## src/rtl/mist_video_pkg.sv

```systemverilog
// Shared types, constants and helpers for the MiST video output stage.
// Colour helpers work on 8-bit containers; the width in use is passed explicitly.
package mist_video_pkg;

  // 2x2 ordered-dither thresholds, indexed by {line ^ frame parity, pixel parity}.
  localparam logic [1:0] BAYER2 [4] = '{2'd0, 2'd2, 2'd3, 2'd1};

  typedef struct packed {
    logic hs;
    logic vs;
    logic blank;
    logic px_par;
    logic ln_par;
    logic fr_par;
    logic dither;
    logic csync;
  } s1_ctrl_t;

  // Syncs reset inactive so the first pixel after reset neither fakes an edge nor a pulse.
  localparam s1_ctrl_t CtrlRst = '{hs: 1'b1, vs: 1'b1, blank: 1'b1, default: 1'b0};

  typedef struct packed {
    logic [7:0] r;
    logic [7:0] g;
    logic [7:0] b;
    logic       hs;
    logic       vs;
    logic       de;
  } hdmi_px_t;

  localparam hdmi_px_t HdmiRst = '{r: 8'h00, g: 8'h00, b: 8'h00, hs: 1'b1, vs: 1'b1, de: 1'b0};

  // a + b clamped to the all-ones value of a 'bits'-wide colour.
  function automatic logic [7:0] sat_add(input logic [7:0] a, input logic [7:0] b,
                                         input int bits);
    logic [8:0] sum;
    logic [8:0] lim;
    sum = {1'b0, a} + {1'b0, b};
    lim = 9'((1 << bits) - 1);
    return (sum > lim) ? lim[7:0] : sum[7:0];
  endfunction

  // Rescale a from_bits colour to to_bits by repeating its bit pattern from the MSB down.
  function automatic logic [7:0] replicate(input logic [7:0] value, input int from_bits,
                                           input int to_bits);
    logic [7:0] res;
    logic [2:0] src;
    logic [2:0] dst;
    res = '0;
    for (int i = 0; i < 8; i++) begin
      if (i < to_bits) begin
        src      = 3'(from_bits - 1 - (i % from_bits));
        dst      = 3'(to_bits - 1 - i);
        res[dst] = value[src];
      end
    end
    return res;
  endfunction

endpackage

```

## src/rtl/mist_video_if.sv

```systemverilog
// Core-side video inputs and board-side VGA/HDMI pin outputs of the video output stage.
interface mist_video_if #(
  parameter int unsigned IN_BITS  = 8,
  parameter int unsigned OUT_BITS = 6
);
  logic [IN_BITS-1:0]  r_in;
  logic [IN_BITS-1:0]  g_in;
  logic [IN_BITS-1:0]  b_in;
  logic                hs_in;
  logic                vs_in;
  logic                hblank;
  logic                vblank;
  logic [OUT_BITS-1:0] vga_r;
  logic [OUT_BITS-1:0] vga_g;
  logic [OUT_BITS-1:0] vga_b;
  logic                vga_hs;
  logic                vga_vs;
  logic [7:0]          hdmi_r;
  logic [7:0]          hdmi_g;
  logic [7:0]          hdmi_b;
  logic                hdmi_hs;
  logic                hdmi_vs;
  logic                hdmi_de;

  modport master (
    output r_in, g_in, b_in, hs_in, vs_in, hblank, vblank,
    input  vga_r, vga_g, vga_b, vga_hs, vga_vs,
    input  hdmi_r, hdmi_g, hdmi_b, hdmi_hs, hdmi_vs, hdmi_de
  );

  modport slave (
    input  r_in, g_in, b_in, hs_in, vs_in, hblank, vblank,
    output vga_r, vga_g, vga_b, vga_hs, vga_vs,
    output hdmi_r, hdmi_g, hdmi_b, hdmi_hs, hdmi_vs, hdmi_de
  );
endinterface

```

## src/rtl/mist_video_dither.sv

```systemverilog
// Stage-2 colour conversion for one channel: ordered dither/truncate, pass-through or
// MSB-replicating expansion, with blanking forced to black.
module mist_video_dither
  import mist_video_pkg::*;
#(
  parameter int unsigned IN_BITS  = 8,
  parameter int unsigned OUT_BITS = 6
) (
  input  logic                clk,
  input  logic                reset_n,
  input  logic                ce_pix,
  input  logic                dither_en,
  input  logic                blank,
  input  logic                px_par,
  input  logic                ln_fr_par,
  input  logic [IN_BITS-1:0]  din,
  output logic [OUT_BITS-1:0] dout
);

  localparam int Shift = int'(IN_BITS) - int'(OUT_BITS);

  logic [7:0]          din8;
  logic [7:0]          conv8;
  logic [OUT_BITS-1:0] dout_d, dout_q;
  logic                unused_bits;

  assign din8 = 8'(din);

  if (Shift > 0) begin : g_reduce
    logic [1:0] idx;
    logic [7:0] thr8;

    assign idx = {ln_fr_par, px_par};

    // Threshold is scaled to span exactly the Shift bits that get dropped.
    if (Shift >= 2) begin : g_thr_shl
      assign thr8 = 8'(BAYER2[idx]) << (Shift - 2);
    end else begin : g_thr_shr
      assign thr8 = 8'(BAYER2[idx] >> 1);
    end

    assign conv8 = dither_en ? (sat_add(din8, thr8, IN_BITS) >> Shift) : (din8 >> Shift);
  end else if (Shift == 0) begin : g_pass
    assign conv8 = din8;
  end else begin : g_expand
    assign conv8 = replicate(din8, IN_BITS, OUT_BITS);
  end

  always_comb begin
    dout_d = dout_q;
    if (ce_pix) begin
      dout_d = blank ? '0 : conv8[OUT_BITS-1:0];
    end
  end

  always_ff @(posedge clk or negedge reset_n) begin
    if (!reset_n) begin
      dout_q <= '0;
    end else begin
      dout_q <= dout_d;
    end
  end

  assign dout = dout_q;

  // Not every configuration consumes every input or converted bit.
  assign unused_bits = ^{din8, conv8, dither_en, px_par, ln_fr_par};

endmodule

```

## src/rtl/mist_video_out.sv

```systemverilog
// Two-stage pixel pipeline from core RGB/sync to VGA DAC and optional HDMI pins.
// Stage 1 registers inputs and pixel/line/frame parities; stage 2 converts and drives pins.
module mist_video_out
  import mist_video_pkg::*;
#(
  parameter int unsigned IN_BITS  = 8,
  parameter int unsigned OUT_BITS = 6,
  parameter bit          HDMI_EN  = 1'b1
) (
  input  logic        clk,
  input  logic        reset_n,
  input  logic        ce_pix,
  input  logic        dither_en,
  input  logic        csync_en,
  mist_video_if.slave vid
);

  logic [IN_BITS-1:0] r_d, r_q;
  logic [IN_BITS-1:0] g_d, g_q;
  logic [IN_BITS-1:0] b_d, b_q;
  s1_ctrl_t           ctrl_d, ctrl_q;
  logic               vga_hs_d, vga_hs_q;
  logic               vga_vs_d, vga_vs_q;
  logic               ln_fr_par;

  // Stage 1: capture pixel; parities advance only on enabled pixels.
  always_comb begin
    r_d    = r_q;
    g_d    = g_q;
    b_d    = b_q;
    ctrl_d = ctrl_q;
    if (ce_pix) begin
      r_d           = vid.r_in;
      g_d           = vid.g_in;
      b_d           = vid.b_in;
      ctrl_d.hs     = vid.hs_in;
      ctrl_d.vs     = vid.vs_in;
      ctrl_d.blank  = vid.hblank | vid.vblank;
      ctrl_d.px_par = ~vid.hblank & ~ctrl_q.px_par;
      ctrl_d.ln_par = ctrl_q.ln_par ^ (ctrl_q.hs & ~vid.hs_in);
      ctrl_d.fr_par = ctrl_q.fr_par ^ (ctrl_q.vs & ~vid.vs_in);
      ctrl_d.dither = dither_en;
      ctrl_d.csync  = csync_en;
    end
  end

  always_ff @(posedge clk or negedge reset_n) begin
    if (!reset_n) begin
      r_q    <= '0;
      g_q    <= '0;
      b_q    <= '0;
      ctrl_q <= CtrlRst;
    end else begin
      r_q    <= r_d;
      g_q    <= g_d;
      b_q    <= b_d;
      ctrl_q <= ctrl_d;
    end
  end

  // Stage 2: VGA syncs, composite when selected.
  always_comb begin
    vga_hs_d = vga_hs_q;
    vga_vs_d = vga_vs_q;
    if (ce_pix) begin
      vga_hs_d = ctrl_q.csync ? ~(ctrl_q.hs ^ ctrl_q.vs) : ctrl_q.hs;
      vga_vs_d = ctrl_q.csync ? 1'b1 : ctrl_q.vs;
    end
  end

  always_ff @(posedge clk or negedge reset_n) begin
    if (!reset_n) begin
      vga_hs_q <= 1'b1;
      vga_vs_q <= 1'b1;
    end else begin
      vga_hs_q <= vga_hs_d;
      vga_vs_q <= vga_vs_d;
    end
  end

  assign vid.vga_hs = vga_hs_q;
  assign vid.vga_vs = vga_vs_q;
  assign ln_fr_par  = ctrl_q.ln_par ^ ctrl_q.fr_par;

  mist_video_dither #(
    .IN_BITS  (IN_BITS),
    .OUT_BITS (OUT_BITS)
  ) u_dither_r (
    .clk       (clk),
    .reset_n   (reset_n),
    .ce_pix    (ce_pix),
    .dither_en (ctrl_q.dither),
    .blank     (ctrl_q.blank),
    .px_par    (ctrl_q.px_par),
    .ln_fr_par (ln_fr_par),
    .din       (r_q),
    .dout      (vid.vga_r)
  );

  mist_video_dither #(
    .IN_BITS  (IN_BITS),
    .OUT_BITS (OUT_BITS)
  ) u_dither_g (
    .clk       (clk),
    .reset_n   (reset_n),
    .ce_pix    (ce_pix),
    .dither_en (ctrl_q.dither),
    .blank     (ctrl_q.blank),
    .px_par    (ctrl_q.px_par),
    .ln_fr_par (ln_fr_par),
    .din       (g_q),
    .dout      (vid.vga_g)
  );

  mist_video_dither #(
    .IN_BITS  (IN_BITS),
    .OUT_BITS (OUT_BITS)
  ) u_dither_b (
    .clk       (clk),
    .reset_n   (reset_n),
    .ce_pix    (ce_pix),
    .dither_en (ctrl_q.dither),
    .blank     (ctrl_q.blank),
    .px_par    (ctrl_q.px_par),
    .ln_fr_par (ln_fr_par),
    .din       (b_q),
    .dout      (vid.vga_b)
  );

  if (HDMI_EN) begin : g_hdmi
    hdmi_px_t hdmi_d, hdmi_q;

    always_comb begin
      hdmi_d = hdmi_q;
      if (ce_pix) begin
        hdmi_d.r  = ctrl_q.blank ? 8'h00 : replicate(8'(r_q), IN_BITS, 8);
        hdmi_d.g  = ctrl_q.blank ? 8'h00 : replicate(8'(g_q), IN_BITS, 8);
        hdmi_d.b  = ctrl_q.blank ? 8'h00 : replicate(8'(b_q), IN_BITS, 8);
        hdmi_d.hs = ctrl_q.hs;
        hdmi_d.vs = ctrl_q.vs;
        hdmi_d.de = ~ctrl_q.blank;
      end
    end

    always_ff @(posedge clk or negedge reset_n) begin
      if (!reset_n) begin
        hdmi_q <= HdmiRst;
      end else begin
        hdmi_q <= hdmi_d;
      end
    end

    assign vid.hdmi_r  = hdmi_q.r;
    assign vid.hdmi_g  = hdmi_q.g;
    assign vid.hdmi_b  = hdmi_q.b;
    assign vid.hdmi_hs = hdmi_q.hs;
    assign vid.hdmi_vs = hdmi_q.vs;
    assign vid.hdmi_de = hdmi_q.de;
  end else begin : g_no_hdmi
    assign vid.hdmi_r  = '0;
    assign vid.hdmi_g  = '0;
    assign vid.hdmi_b  = '0;
    assign vid.hdmi_hs = 1'b0;
    assign vid.hdmi_vs = 1'b0;
    assign vid.hdmi_de = 1'b0;
  end

endmodule

```

## src/flat_wrapper.sv

```systemverilog
// flat-port wrapper written by rule: the top's interface ports become plain ports
module mist_video_out_flat import mist_video_pkg::*;
#(
  parameter int unsigned IN_BITS  = 8,
  parameter int unsigned OUT_BITS = 6,
  parameter bit          HDMI_EN  = 1'b1
)
  (clk, reset_n, ce_pix, dither_en, csync_en, vid_r_in, vid_g_in, vid_b_in, vid_hs_in, vid_vs_in, vid_hblank, vid_vblank, vid_vga_r, vid_vga_g, vid_vga_b, vid_vga_hs, vid_vga_vs, vid_hdmi_r, vid_hdmi_g, vid_hdmi_b, vid_hdmi_hs, vid_hdmi_vs, vid_hdmi_de);
  mist_video_if #(.IN_BITS(IN_BITS), .OUT_BITS(OUT_BITS)) vid_i ();
  input  logic clk;
  input  logic reset_n;
  input  logic ce_pix;
  input  logic dither_en;
  input  logic csync_en;
  input wire logic [$bits(vid_i.r_in)-1:0] vid_r_in;
  input wire logic [$bits(vid_i.g_in)-1:0] vid_g_in;
  input wire logic [$bits(vid_i.b_in)-1:0] vid_b_in;
  input wire logic [$bits(vid_i.hs_in)-1:0] vid_hs_in;
  input wire logic [$bits(vid_i.vs_in)-1:0] vid_vs_in;
  input wire logic [$bits(vid_i.hblank)-1:0] vid_hblank;
  input wire logic [$bits(vid_i.vblank)-1:0] vid_vblank;
  output wire logic [$bits(vid_i.vga_r)-1:0] vid_vga_r;
  output wire logic [$bits(vid_i.vga_g)-1:0] vid_vga_g;
  output wire logic [$bits(vid_i.vga_b)-1:0] vid_vga_b;
  output wire logic [$bits(vid_i.vga_hs)-1:0] vid_vga_hs;
  output wire logic [$bits(vid_i.vga_vs)-1:0] vid_vga_vs;
  output wire logic [$bits(vid_i.hdmi_r)-1:0] vid_hdmi_r;
  output wire logic [$bits(vid_i.hdmi_g)-1:0] vid_hdmi_g;
  output wire logic [$bits(vid_i.hdmi_b)-1:0] vid_hdmi_b;
  output wire logic [$bits(vid_i.hdmi_hs)-1:0] vid_hdmi_hs;
  output wire logic [$bits(vid_i.hdmi_vs)-1:0] vid_hdmi_vs;
  output wire logic [$bits(vid_i.hdmi_de)-1:0] vid_hdmi_de;
  assign vid_i.r_in = vid_r_in;
  assign vid_i.g_in = vid_g_in;
  assign vid_i.b_in = vid_b_in;
  assign vid_i.hs_in = vid_hs_in;
  assign vid_i.vs_in = vid_vs_in;
  assign vid_i.hblank = vid_hblank;
  assign vid_i.vblank = vid_vblank;
  assign vid_vga_r = vid_i.vga_r;
  assign vid_vga_g = vid_i.vga_g;
  assign vid_vga_b = vid_i.vga_b;
  assign vid_vga_hs = vid_i.vga_hs;
  assign vid_vga_vs = vid_i.vga_vs;
  assign vid_hdmi_r = vid_i.hdmi_r;
  assign vid_hdmi_g = vid_i.hdmi_g;
  assign vid_hdmi_b = vid_i.hdmi_b;
  assign vid_hdmi_hs = vid_i.hdmi_hs;
  assign vid_hdmi_vs = vid_i.hdmi_vs;
  assign vid_hdmi_de = vid_i.hdmi_de;
  mist_video_out #(.IN_BITS(IN_BITS), .OUT_BITS(OUT_BITS), .HDMI_EN(HDMI_EN)) u_core (.clk(clk), .reset_n(reset_n), .ce_pix(ce_pix), .dither_en(dither_en), .csync_en(csync_en), .vid(vid_i));
endmodule
```

## config.mk

```make
export PLATFORM = sky130hd
export DESIGN_NAME = mist_video_out_flat
export DESIGN_NICKNAME = d
export VERILOG_FILES = /design/src/rtl/mist_video_pkg.sv /design/src/rtl/mist_video_if.sv /design/src/rtl/mist_video_dither.sv /design/src/rtl/mist_video_out.sv /design/src/flat_wrapper.sv
export SDC_FILE = /design/constraint.sdc
export NUM_CORES = 1
export LEC_CHECK = 0
export ABC_AREA = 1
export BUFFER_PORTS_ARGS = -buffer_cell sky130_fd_sc_hd__buf_2
export CAP_MARGIN = 20
export CORE_ASPECT_RATIO = 1.75
export CORE_UTILIZATION = 49
export DETAILED_ROUTE_END_ITERATION = 16
export PLACE_DENSITY_LB_ADDON = 0.3
export SLEW_MARGIN = 20
export SYNTH_ARGS = -nofsm -noshare
export SYNTH_HDL_FRONTEND = slang
export SYNTH_SLANG_ARGS = --single-unit
```

## constraint.sdc

```tcl
create_clock -name clk -period 2.1 [get_ports clk]
set_input_delay 0.42 -clock clk [delete_from_list [all_inputs] [get_ports clk]]
set_output_delay 0.42 -clock clk [all_outputs]
set_load 0.005 [all_outputs]
```

Word level (Yosys, flattened, before mapping):

Index checks and enable logic that the tools add are counted.

* memories: 0
* latch bits: 0
* output and inout port bits: 47
* register bits after elaboration: 79
* bits in writable memories: 0
* word-level logic and storage cells: 61
* memory bits (read-only): 0

* equality and inequality tests: 0
* shift-type cells: 0
* bitwise logic cells: 15
* $lt $le $gt $ge: 4
* $mul: 0
* div/mod/pow operators: 0
* multiplexer cells: 17
* add/subtract/negate cells: 3
* reduce and logical (&&, ||, !) cells: 0

Operators with widths (number)
* $mux W8: 6
* $mux W6: 6
* $add A8 B2 Y9: 3
* $gt A9 B8 Y1 const B: 3
* $not A1 Y1: 6
* $bmux W2 S2: 1
* $mux W2: 2
* $xor A1 B1 Y1: 4
* $and A1 B1 Y1: 3
* $ge A3 B3 Y1 const B: 1
* $not A2 Y3: 1
* $mux W1: 2
* $or A1 B1 Y1: 1

Depth between registers and ports, before layout:

Gate-level depths: netlist of run 1.

* depth after elaboration: 10
* depth in mapped cells: 13
* mapped depth without buffers: 13

Modules after synthesis:

From an unflattened synthesis of run 1, not the netlist that was laid out.

* cells, all modules: 485
* area, all modules: 3917.5 sq um

By module, submodules not included
* mist_video_out: cells each 243, area each 2358.5 sq um, instances 1
* mist_video_dither at u_core.u_dither_b ...: cells each 82, area each 523.0 sq um, instances 2
* mist_video_dither at u_core.u_dither_r: cells each 78, area each 513.0 sq um, instances 1

Worst setup path after synthesis of run 1:

Ideal clock, no wire load.

* kind: register to register
* start point: register u_core.ctrl_q[3] (netlist name)
* end point: register u_core.u_dither_g.dout_q[1], in the netlist u_core.u_dither_g.dout[1]
* data arrival time: 1939 ps
* setup slack: 45 ps
* data required time: 1984 ps
* period minus slack after synthesis: 2055 ps
* library setup time: 116 ps
* stages on the path, launching flop included: 11
* path buffers: 0
* path through: dfrtp_1 -> xor2_1 -> xor2_1 -> inv_1 -> ha_1 -> nand3_1 -> nand2_1 -> xor2_1 -> nand2_1 -> nand2_1 -> nand2_1

* longest elaborated chain between the ends: 10

Ends and longest elaborated chain
* start, declared: line mist_video_out.sv:21 `s1_ctrl_t ctrl_d, ctrl_q;`
* start signal, assigned: line mist_video_out.sv:52 `ctrl_q <= CtrlRst;`
* start signal, assigned: line mist_video_out.sv:57 `ctrl_q <= ctrl_d;`
* $xor A1 B1 Y1 (*): line mist_video_out.sv:83 `assign ln_fr_par = ctrl_q.ln_par ^ ctrl_q.fr_par;`
* $not A2 Y3 (implied by the code) (*): line mist_video_dither.sv:37 `assign thr8 = 8'(BAYER2[idx]) << (Shift - 2);`
* $bmux W2 S2 (*): line mist_video_dither.sv:37
* $mux W2 (implied by the code) (*) (2 in series): line mist_video_dither.sv:37
* $add A8 B2 Y9 (*): line mist_video_pkg.sv:38 `sum = {1'b0, a} + {1'b0, b};`
* $gt A9 B8 Y1: line mist_video_pkg.sv:40 `return (sum > lim) ? lim[7:0] : sum[7:0];`
* $mux W8 (*): line mist_video_pkg.sv:40
* $mux W6 (*): line mist_video_dither.sv:42 `assign conv8 = dither_en ? (sat_add(din8, thr8, IN_BITS) >> Shift) : (din8 >> Shift);`
* $mux W6 (*): line mist_video_dither.sv:52 `dout_d = blank ? '0 : conv8[OUT_BITS-1:0];`
* end signal, assigned: line mist_video_dither.sv:60 `dout_q <= dout_d;`
* end, declared: line mist_video_dither.sv:24 `logic [OUT_BITS-1:0] dout_d, dout_q;`

Every way passes the cells marked *; elsewhere a longest branch is shown, timed or not. The select of a mux whose other input is x is not followed.
A chain may end at the register's enable or synchronous reset.

Worst setup path in the final report of run 1:

* start point: register u_core.ctrl_q[3] (netlist name)
* end point: register u_core.u_dither_r.dout_q[4], in the netlist u_core.u_dither_r.dout[4]

* longest elaborated chain between the ends: 10

Ends and longest elaborated chain (line)
* $xor A1 B1 Y1 (*): mist_video_out.sv:83
* $not A2 Y3 (implied by the code) (*): mist_video_dither.sv:37
* $bmux W2 S2 (*): mist_video_dither.sv:37
* $mux W2 (implied by the code) (*) (2 in series): mist_video_dither.sv:37
* $add A8 B2 Y9 (*): mist_video_pkg.sv:38
* $gt A9 B8 Y1: mist_video_pkg.sv:40
* $mux W8 (*): mist_video_pkg.sv:40
* $mux W6 (*): mist_video_dither.sv:42
* $mux W6 (*): mist_video_dither.sv:52
* end signal, assigned: mist_video_dither.sv:60
* end, declared: mist_video_dither.sv:24

Marks and branches as above.

==> flow_summary.toml, run 1 <==
[placement]
place.gp.congestion = 0.842
dp.final_hpwl_um = 5930
place_area_um2 = 4220
portBuffers = 79

[clock_tree]
h-tree-depth = 3
clk_pin_slew_worst_paths_ns = 0.06
insertion_delay_ns = 0.33
clockRootBuffer = "clkbuf_16"
cts.sinks = 79
cts_buffers = 9
cts_tree = "done"
clockBufferDepth = 2

[cells_and_area]
layout_commonest_cell = "nand2_1"
final_cell_area_um2 = 4690
diodes = 0
final_cell_mix = "nand2_1 (174), buf_2 (78), dfrtp_1 (72)"
final_util_pct = 64.8
syn2layout_area_growth_pct = 26.9
nNetsFinal = 582
fill_cells = 620
drive_above_1_share_pct = 27.0
multiInputGateArea_um2 = 1560
final-seq-area_um2 = 1990

[power_and_ir_drop]
ir_drop_uv = 573
p_sw_mw = 1.43
p_sw_share_pct = 29.5
seqPwrFrac_pct = 37.9
pwr-share-clk_pct = 34.9
power_frac_comb_pct = 27.2
power.density_nw_per_um2 = 1030
p_leak_nw = 2.49
p_int_mw = 3.42
total_power_mw = 4.85

[sta]
setup_viol = 7
clock.fmax_mhz = 470
drv_slew = 0
min_period_ns = 2.13
finalCritPeriodShare_pct = 101
hold_viol = 0
worst_slew_pin_slew_ns = 0.845
slew_headroom_pct = 43.6
clock_skew_ns = 0.00677
worst_slack_ns = -0.0274
worst_hold_slack_ns = 0.0424
grt_setup_unrepaired = "yes"
tns_ns = -0.0744

[global_route]
track_usage_pct = 24.6
grt-ovfl-total = 0
grt_pass1_vias = 3191
antenna_found_initial = 0
grt_pass1_wl_um = 14500
grt_max_degree = 48

[hold_path]
hp-class = "in -> async"

[worst_setup_path]
worst_ep_required_time_ns = 2.37
startpoint_type = "register"
arrival_ns = 2.40
crit_fanout = 3
criticalPathCategory = "reg -> reg"
crit_path_end_kind = "register"

[logic_synthesis]
synthArstFlopShare_pct = 100
synth_nets = 496
synth_top_area_share_pct = 48.8
synth_cell_types = 22
synth_warnings = 0
mappedNetlistArea_um2 = 3690
postSynthAreaPerCell_um2 = 8.14
synth-edff-count = 0
yosysSeqAreaShare_pct = 53.8
synth_ff_type = "dfrtp_1"
syn_inst = 454
ys_ff_latch = 79
ys_top_cells_by_area = "dfrtp_1 (49%), nand2_1 (18%), o21ai_0 (7.7%)"
synth_top_area_cell = "dfrtp_1"

[route]
drcViolationCount = 0
vias_per_cell = 5.10
wl_um = 8710
ant_nets = 0
first_pass_iters = 4
vias = 3215
post_drt_wl_per_cell_um = 13.8
drtIter0Drc = 265

[floorplanning]
fp.dieH_um = 117
ioPinCount = 80
rows = 41
core_um2 = 7230
die_area_um2 = 7900
start_util_pct = 51.1
dieWidth_um = 67.6

[run]
cap_violations = 0

[run_status]
violations = "negative setup slack"
status = "finished with violations"
worst max-delay path, stage by stage, from the launching register on:
cell and delay, ns:
dfrtp_1 0.41, xor2_2 0.19, buf_4 0.16, xor2_4 0.19, buf_4 0.15, fa_2 0.37, inv_2 0.07, nand2_2 0.06
nor2_4 0.14, nand2_1 0.06, nand2_1 0.06, nand2_1 0.05, nand2_1 0.05, nand2_1 0.05, nand2_1 0.06
Yosys cell counts (2+ instances only):
cell type / instances
ha_1: 6
inv_2: 3
buf_2: 12
inv_1: 41
xor2_1: 7
clkbuf_1: 5
nand2_1: 182
nand3_1: 17
nor2_2: 2
nor2_1: 15
dfstp_2: 7
dfrtp_1: 72
o21ai_0: 57
a21oi_1: 18
fa_1: 3
power by group through the flow:
stage                     combinational [mW]  sequential (mW)  clock, mW
after floorplan                        0.619             1.85          0
after global placement                  1.06             1.84          0
after detailed placement                1.09             1.85          0
after CTS                               1.14             1.83       1.73
after global routing                    1.49             1.86       1.79
final                                   1.32             1.84       1.69
final timing paths:
check	startpoint	to	slack [ns]	cells after the start
setup / recovery	u_core.ctrl_q[3]	u_core.u_dither_r.dout[4]	-0.03	14
hold / removal	reset_n	u_core.r_q[6]	0.04	1
setup reg to reg	u_core.ctrl_q[3]	u_core.u_dither_r.dout[4]	-0.03	14
hold reg to reg	u_core.vid.hdmi_hs	u_core.vid.hdmi_hs	0.47	2
max in group asynchronous	reset_n	u_core.u_dither_b.dout[4]	1.50	2
min in group clk	dither_en	u_core.ctrl_q[1]	0.29	3
state kept, by name (all words and copies together) (netlist names):
| register | count |
|---|---|
| u_core.u_dither_b.dout | 6 |
| u_core.ctrl_q | 8 |
| u_core.g_q | 8 |
| u_core.vid.hdmi_vs | 1 |
| u_core.vid.hdmi_r | 8 |
| u_core.vid.hdmi_b | 8 |
| u_core.r_q | 8 |
| u_core.vid.hdmi_g | 8 |
| u_core.b_q | 8 |
| u_core.u_dither_r.dout | 6 |
| u_core.vid.vga_vs | 1 |
| u_core.vid.hdmi_de | 1 |
| u_core.u_dither_g.dout | 6 |
| u_core.vid.vga_hs | 1 |
| u_core.vid.hdmi_hs | 1 |
cell families after synthesis:
logic type               count (synthesis)  synth area share [%]
buffers and inverters                   62                  6.74
XOR/XNOR                                 7                  1.66
AND/OR/NAND/NOR                        217                  22.8
adder cells (fa/ha/maj)                  9                  3.66
flip-flops                              79                  53.8
AO/OA/AOI/OAI                           80                  11.3
per-stage QoR:
stage / setup slack, ns / cells
6_report: -0.0274 / 630
5_1_grt: -0.133 / 630
4_1_cts: 0.0124 / 628
3_5_place_dp: -0.0485 / 612
3_3_place_gp: -0.0104 / 612
2_1_floorplan: 0.0446 / 454
metal layers:
layer / global-route usage (%) / up-vias / part of all wire [%]
li1: - / 1588 / -
met1: 29.0 / 1516 / 40
met2: 43.2 / 94 / 53
met3: 4.75 / 17 / 4.7
met4: 8.65 / 0 / 1.8
met5: 0 / - / 0
timing repair:
item / CTS / global route
gates cloned: 0 / 0
hold endpoints to repair: 0 / 0
setup endpoints to repair: 9 / 18
resized for setup: 10 / 23
pin swaps: 5 / 10
hold buffers: 0 / 0
buffers inserted: 1 / 2
area by class of cell:
cell class	instances	share of cell area, %
Clock inverter	3	1.39
Inverter	44	3.58
Tap cell	86	2.30
Sequential cell	79	42.4
Multi-Input combinational cell	313	33.4
Timing Repair Buffer	93	11.3
Clock buffer	12	5.68
(Power assumes the default switching activity.)
==> run 2: changes to the inputs <==
MAX_ROUTING_LAYER = met4   (was not set)
==> run 2 against run 1 <==
  * The flow still finishes with violations (negative setup slack)
  * Critical path depth unchanged
  * Die area unchanged
  * Global-route usage increased by 0.69 points
  * Worst hold slack about the same
  * Clock power about the same
  * Flip-flop and latch count unchanged
  * Routed wire length decreased by 0.72%
  * Fmax about the same
  * Final area increased by 0.21%
==> flow_summary.toml, run 2 (synthesis gave the netlist of run 1 again) <==
[global_route]
grt_max_degree = 48
grt_pass1_vias = 3194
grt-ovfl-total = 0
grt_pass1_wl_um = 14600
antenna_found_initial = 0
track_usage_pct = 25.2

[power_and_ir_drop]
ir_drop_uv = 571
p_leak_nw = 2.49
power.density_nw_per_um2 = 1030

[sta]
drv_slew = 0
grt_setup_unrepaired = "yes"
setup_viol = 7
finalCritPeriodShare_pct = 101
slew_headroom_pct = 43.8
worst_slew_pin_slew_ns = 0.843
clock.fmax_mhz = 470
clock_skew_ns = 0.00467
hold_viol = 0
min_period_ns = 2.13
worst_slack_ns = -0.0277

[worst_setup_path]
critPathMaxStageDelay_ns = 0.41
slowest_stage = "dfrtp_1"
crit_fanout = 3
reg2reg_from = "u_core.ctrl_q[3]"
crit_start = "u_core.ctrl_q[3]"
criticalPathCategory = "reg -> reg"
crit_chain = "xor2_2 -> buf_4 -> xor2_4 -> buf_4 -> fa_2 -> inv_2 -> nand2_2 -> nor2_4 -> nand2_1 -> nand2_1 -> nand2_1 -> nand2_1 -> nand2_1 -> nand2_1"
arrival_ns = 2.39
worst_ep_required_time_ns = 2.36
crit_path_end_kind = "register"
startpoint_type = "register"
cp_common_cell = "nand2_1"

[route]
ant_nets = 0
drcViolationCount = 0
first_pass_iters = 4
wl_um = 8650
vias_per_cell = 5.05
drtIter0Drc = 280
vias = 3183
post_drt_wl_per_cell_um = 13.7

[floorplanning]
die_area_um2 = 7900
rows = 41
dieWidth_um = 67.6
ioPinCount = 80
fp.dieH_um = 117
core_um2 = 7230
start_util_pct = 51.1

[placement]
dp.final_hpwl_um = 5930
portBuffers = 79
place_area_um2 = 4220
pre_cts_slack_ns = -0.0485
place.gp.congestion = 0.855

[cells_and_area]
final_cell_area_um2 = 4700
multiInputGateArea_um2 = 1570
final_util_pct = 65.0
layout_commonest_cell = "nand2_1"
final_cell_mix = "nand2_1 (174), buf_2 (78), dfrtp_1 (72)"
diodes = 0
syn2layout_area_growth_pct = 27.2
nNetsFinal = 582
drive_above_1_share_pct = 27.4
final-seq-area_um2 = 1990
fill_cells = 622

[clock_tree]
clk_pin_slew_worst_paths_ns = 0.06
cts_buffers = 9
clockBufferDepth = 2
cts.sinks = 79
h-tree-depth = 3
cts_tree = "done"
insertion_delay_ns = 0.33
holdBufCountCts = 0
clockRootBuffer = "clkbuf_16"

[hold_path]
hp-class = "in -> async"

[run_status]
status = "finished with violations"
violations = "negative setup slack"

[run]
cap_violations = 0
run 2: stage by stage:
stage / total power, mW / std cells / setup TNS, ns / hold WS, ns
3_5_place_dp: 2.94 / 612 / -0.239 / 0.402
5_1_grt: 5.14 / 630 / -1.39 / 0.0704
2_1_floorplan: 2.47 / 454 / 0 / 0.124
4_1_cts: 4.70 / 628 / 0 / 0.0459
6_report: 4.85 / 630 / -0.0737 / 0.0424
3_3_place_gp: 2.90 / 612 / -0.0135 / 0.400
run 2: power by group:
group | internal, mW | leakage [nW] | switching, mW
sequential | 1.71 | 0.990 | 0.126
combinational | 0.578 | 1.34 | 0.740
clock | 1.13 | 0.165 | 0.567
total | 3.42 | 2.49 | 1.43
run 2: final cells by class:
type	instances	area share, %
well taps	86	2.29
repair buffers	93	11.3
clock inverters	3	1.38
inverters	44	3.57
multi-input cells	313	33.5
clock buffers	12	5.67
flip-flops and latches	79	42.3
run 2: critical path, delay by kind of cell, from the launching register on:
kind,cells,cell delay (ns)
and+or+nand+nor,8,0.53
DFF,1,0.41
adders and majority gates,1,0.37
buffers and inverters,3,0.38
xor gates and xnor gates,2,0.38
run 2: path summary, 6_finish.rpt:
| check | to | slack, ns | cells after the start |
|---|---|---|---|
| max in group asynchronous | u_core.b_q[6] | 1.51 | 2 |
| worst max-delay path | u_core.u_dither_r.dout[4] | -0.03 | 14 |
| min in group clk | u_core.ctrl_q[1] | 0.30 | 3 |
| worst max register to register | u_core.u_dither_r.dout[4] | -0.03 | 14 |
| worst min-delay path | u_core.u_dither_r.dout[5] | 0.04 | 1 |
| worst min register to register | u_core.vid.hdmi_vs | 0.47 | 2 |
run 2: layer usage:
| metal | GRT usage (%) | up-vias | wire length (um) |
|---|---|---|---|
| met4 | 8.23 | 0 | 172 |
| met3 | 5.04 | 15 | 358 |
| met5 | - | - | 0 |
| met2 | 43.4 | 84 | 4620 |
| li1 | - | 1585 | - |
| met1 | 28.7 | 1499 | 3500 |
run 2: what timing repair did:
item | CTS | global route
endpoints found under the setup margin | 9 | 18
resized for setup | 10 | 25
setup buffers | 1 | 2
pin swaps | 5 | 10
==> run 3: changes to the inputs <==
CORE_UTILIZATION = 54   (was 49)
clock period = 2 ns   (was 2.1 ns; I/O delays follow)
==> run 3 against run 2 <==
  * The run ends with negative hold slack, negative setup slack left
  * Combinational power rose by 32%
  * Clock power is essentially flat
  * Sequential power is 6% higher
  * Routed wire length up 8.9%
  * First-iteration DRC count is 29% higher
  * Critical path depth shrank 3
  * Setup slack worse by 0.11 ns
  * Fmax decreased by 0.30%
  * Worst hold slack worse by 0.048 ns
  * Power grew 11%
  * Critical path type unchanged
==> flow_summary.toml, run 3 (synthesis gave the netlist of run 1 again) <==
[run_status]
status = "finished with violations"
violations = "negative hold slack, negative setup slack"

[worst_setup_path]
critPathBufInv = 3
crit_chain = "xor2_2 -> buf_6 -> xor2_4 -> fa_2 -> inv_2 -> nand3_2 -> inv_2 -> a21oi_4 -> nand3_1 -> nand2_1 -> nand2_1"
criticalPathCategory = "reg -> reg"
slowest_stage = "dfrtp_1"
crit_fanout = 6
worst_ep_required_time_ns = 2.23
arrival_ns = 2.36
critPathMaxStageDelay_ns = 0.41
critPathTopFamily = "XOR/XNOR gates"
worstRegToRegCells = 11
startpoint_type = "register"
path_depth = 11
crit_path_end_kind = "register"

[power_and_ir_drop]
seqPwrFrac_pct = 36.2
p_int_mw = 3.62
total_power_mw = 5.38
p_sw_mw = 1.76
power_frac_comb_pct = 32.4
p_leak_nw = 2.51
p_sw_share_pct = 32.8
pwr-share-clk_pct = 31.4
ir_drop_uv = 690
power.density_nw_per_um2 = 1110

[sta]
hold_viol = 21
worst_slew_pin_slew_ns = 0.860
worst_slack_ns = -0.134
clock.fmax_mhz = 469
finalCritPeriodShare_pct = 107
slew_headroom_pct = 42.6
setup_viol = 18
min_period_ns = 2.13
tns_ns = -1.76
drv_slew = 0
worst_hold_slack_ns = -0.00588
grt_setup_unrepaired = "yes"
clock_skew_ns = 0.00656

[clock_tree]
h-tree-depth = 3
clk_pin_slew_worst_paths_ns = 0.06
holdBufCountCts = 0
cts_buffers = 9
cts.sinks = 79
insertion_delay_ns = 0.34
clockRootBuffer = "clkbuf_16"
clockBufferDepth = 2
cts_tree = "done"

[placement]
dp_cells = 604
portBuffers = 79
place.gp.congestion = 0.838
dp.final_hpwl_um = 5780
pre_cts_slack_ns = -0.201

[global_route]
antenna_found_initial = 0
grt-ovfl-total = 0
grt_pass1_wl_um = 14800
track_usage_pct = 27.6
grt_max_degree = 65
grt_pass1_vias = 3280

[route]
drtIter0Drc = 361
vias_per_cell = 5.31
first_pass_iters = 4
post_drt_wl_per_cell_um = 15.0
wl_um = 9410
ant_nets = 0
drcViolationCount = 0
vias = 3332

[cells_and_area]
fin_cells = 628
final_util_pct = 73.7
drive_above_1_share_pct = 31.5
diodes = 0
syn2layout_area_growth_pct = 31.4
final_cell_mix = "nand2_1 (167), buf_2 (78), dfrtp_1 (72)"
layout_commonest_cell = "nand2_1"
fill_cells = 467
nNetsFinal = 583

[floorplanning]
die_area_um2 = 7190
fp.dieH_um = 111
dieWidth_um = 64.5
core_um2 = 6590
ioPinCount = 80
start_util_pct = 56.1
rows = 39

[hold_path]
hp-class = "in -> async"

[run]
cap_violations = 0
-- run 3: cell types whose count changed in the layout (fill, tap and decap cells not counted), moves of 2 or more --
| cell | delta |
|---|---|
| ha_1 | -5 |
| ha_4 | +6 |
| inv_1 | -3 |
| inv_2 | +3 |
| nand2_1 | -7 |
| nand2_2 | +2 |
| nand2_4 | +5 |
| nand3_1 | -6 |
| nand3_2 | +3 |
| nand3_4 | +3 |
-- run 3: repair_timing --
item,4_1_cts,5_1_grt
pin swaps,3,31
endpoints found under the setup margin,18,18
setup buffers,4,4
gates resized for setup,19,47
-- run 3: path summary, 6_finish.rpt --
kind	startpoint	endpoint	slack, ns
max	u_core.ctrl_q[3]	u_core.u_dither_g.dout[3]	-0.13
min	reset_n	u_core.r_q[6]	-0.006
max reg2reg	u_core.ctrl_q[3]	u_core.u_dither_g.dout[3]	-0.13
min reg2reg	u_core.vid.hdmi_hs	u_core.vid.hdmi_hs	0.46
max in group asynchronous	reset_n	u_core.vid.hdmi_b[5]	1.41
min in group clk	vid_b_in[5]	u_core.b_q[5]	0.26
-- run 3: power groups by stage --
stage / sequential, mW / clock, mW / combinational (mW)
6_report: 1.95 / 1.69 / 1.74
5_1_grt: 1.97 / 1.75 / 1.92
4_1_cts: 1.93 / 1.69 / 1.26
3_5_place_dp: 1.96 / 0 / 1.07
3_3_place_gp: 1.95 / 0 / 1.04
2_1_floorplan: 1.95 / 0 / 0.669
-- run 3: metrics by stage --
| step | area [um^2] | hold slack (ns) |
|---|---|---|
| floorplan | 3710 | 0.104 |
| global placement | 4200 | 0.354 |
| detailed placement | 4200 | 0.361 |
| CTS | 4600 | 0.00315 |
| global route | 4850 | 0.0282 |
| finish | 4850 | -0.00588 |
-- run 3: area by class of cell --
type / instances / area [um^2] / share of cell area [%]
flip-flops and latches: 79 / 1990 / 40.9
inverters: 44 / 168 / 3.45
repair buffers: 94 / 539 / 11.1
multi-input cells: 313 / 1750 / 36.0
clock inverters: 3 / 40.0 / 0.825
well taps: 82 / 103 / 2.11
clock buffers: 13 / 270 / 5.57
-- run 3: metal layers --
layer / track usage, % / up-vias / part of all wire (%)
met3: 4.00 / 26 / 4.1
met4: 12.7 / 0 / 3.4
met1: 31.3 / 1606 / 38
met2: 47.2 / 119 / 55
li1: - / 1581 / -
met5: - / - / 0
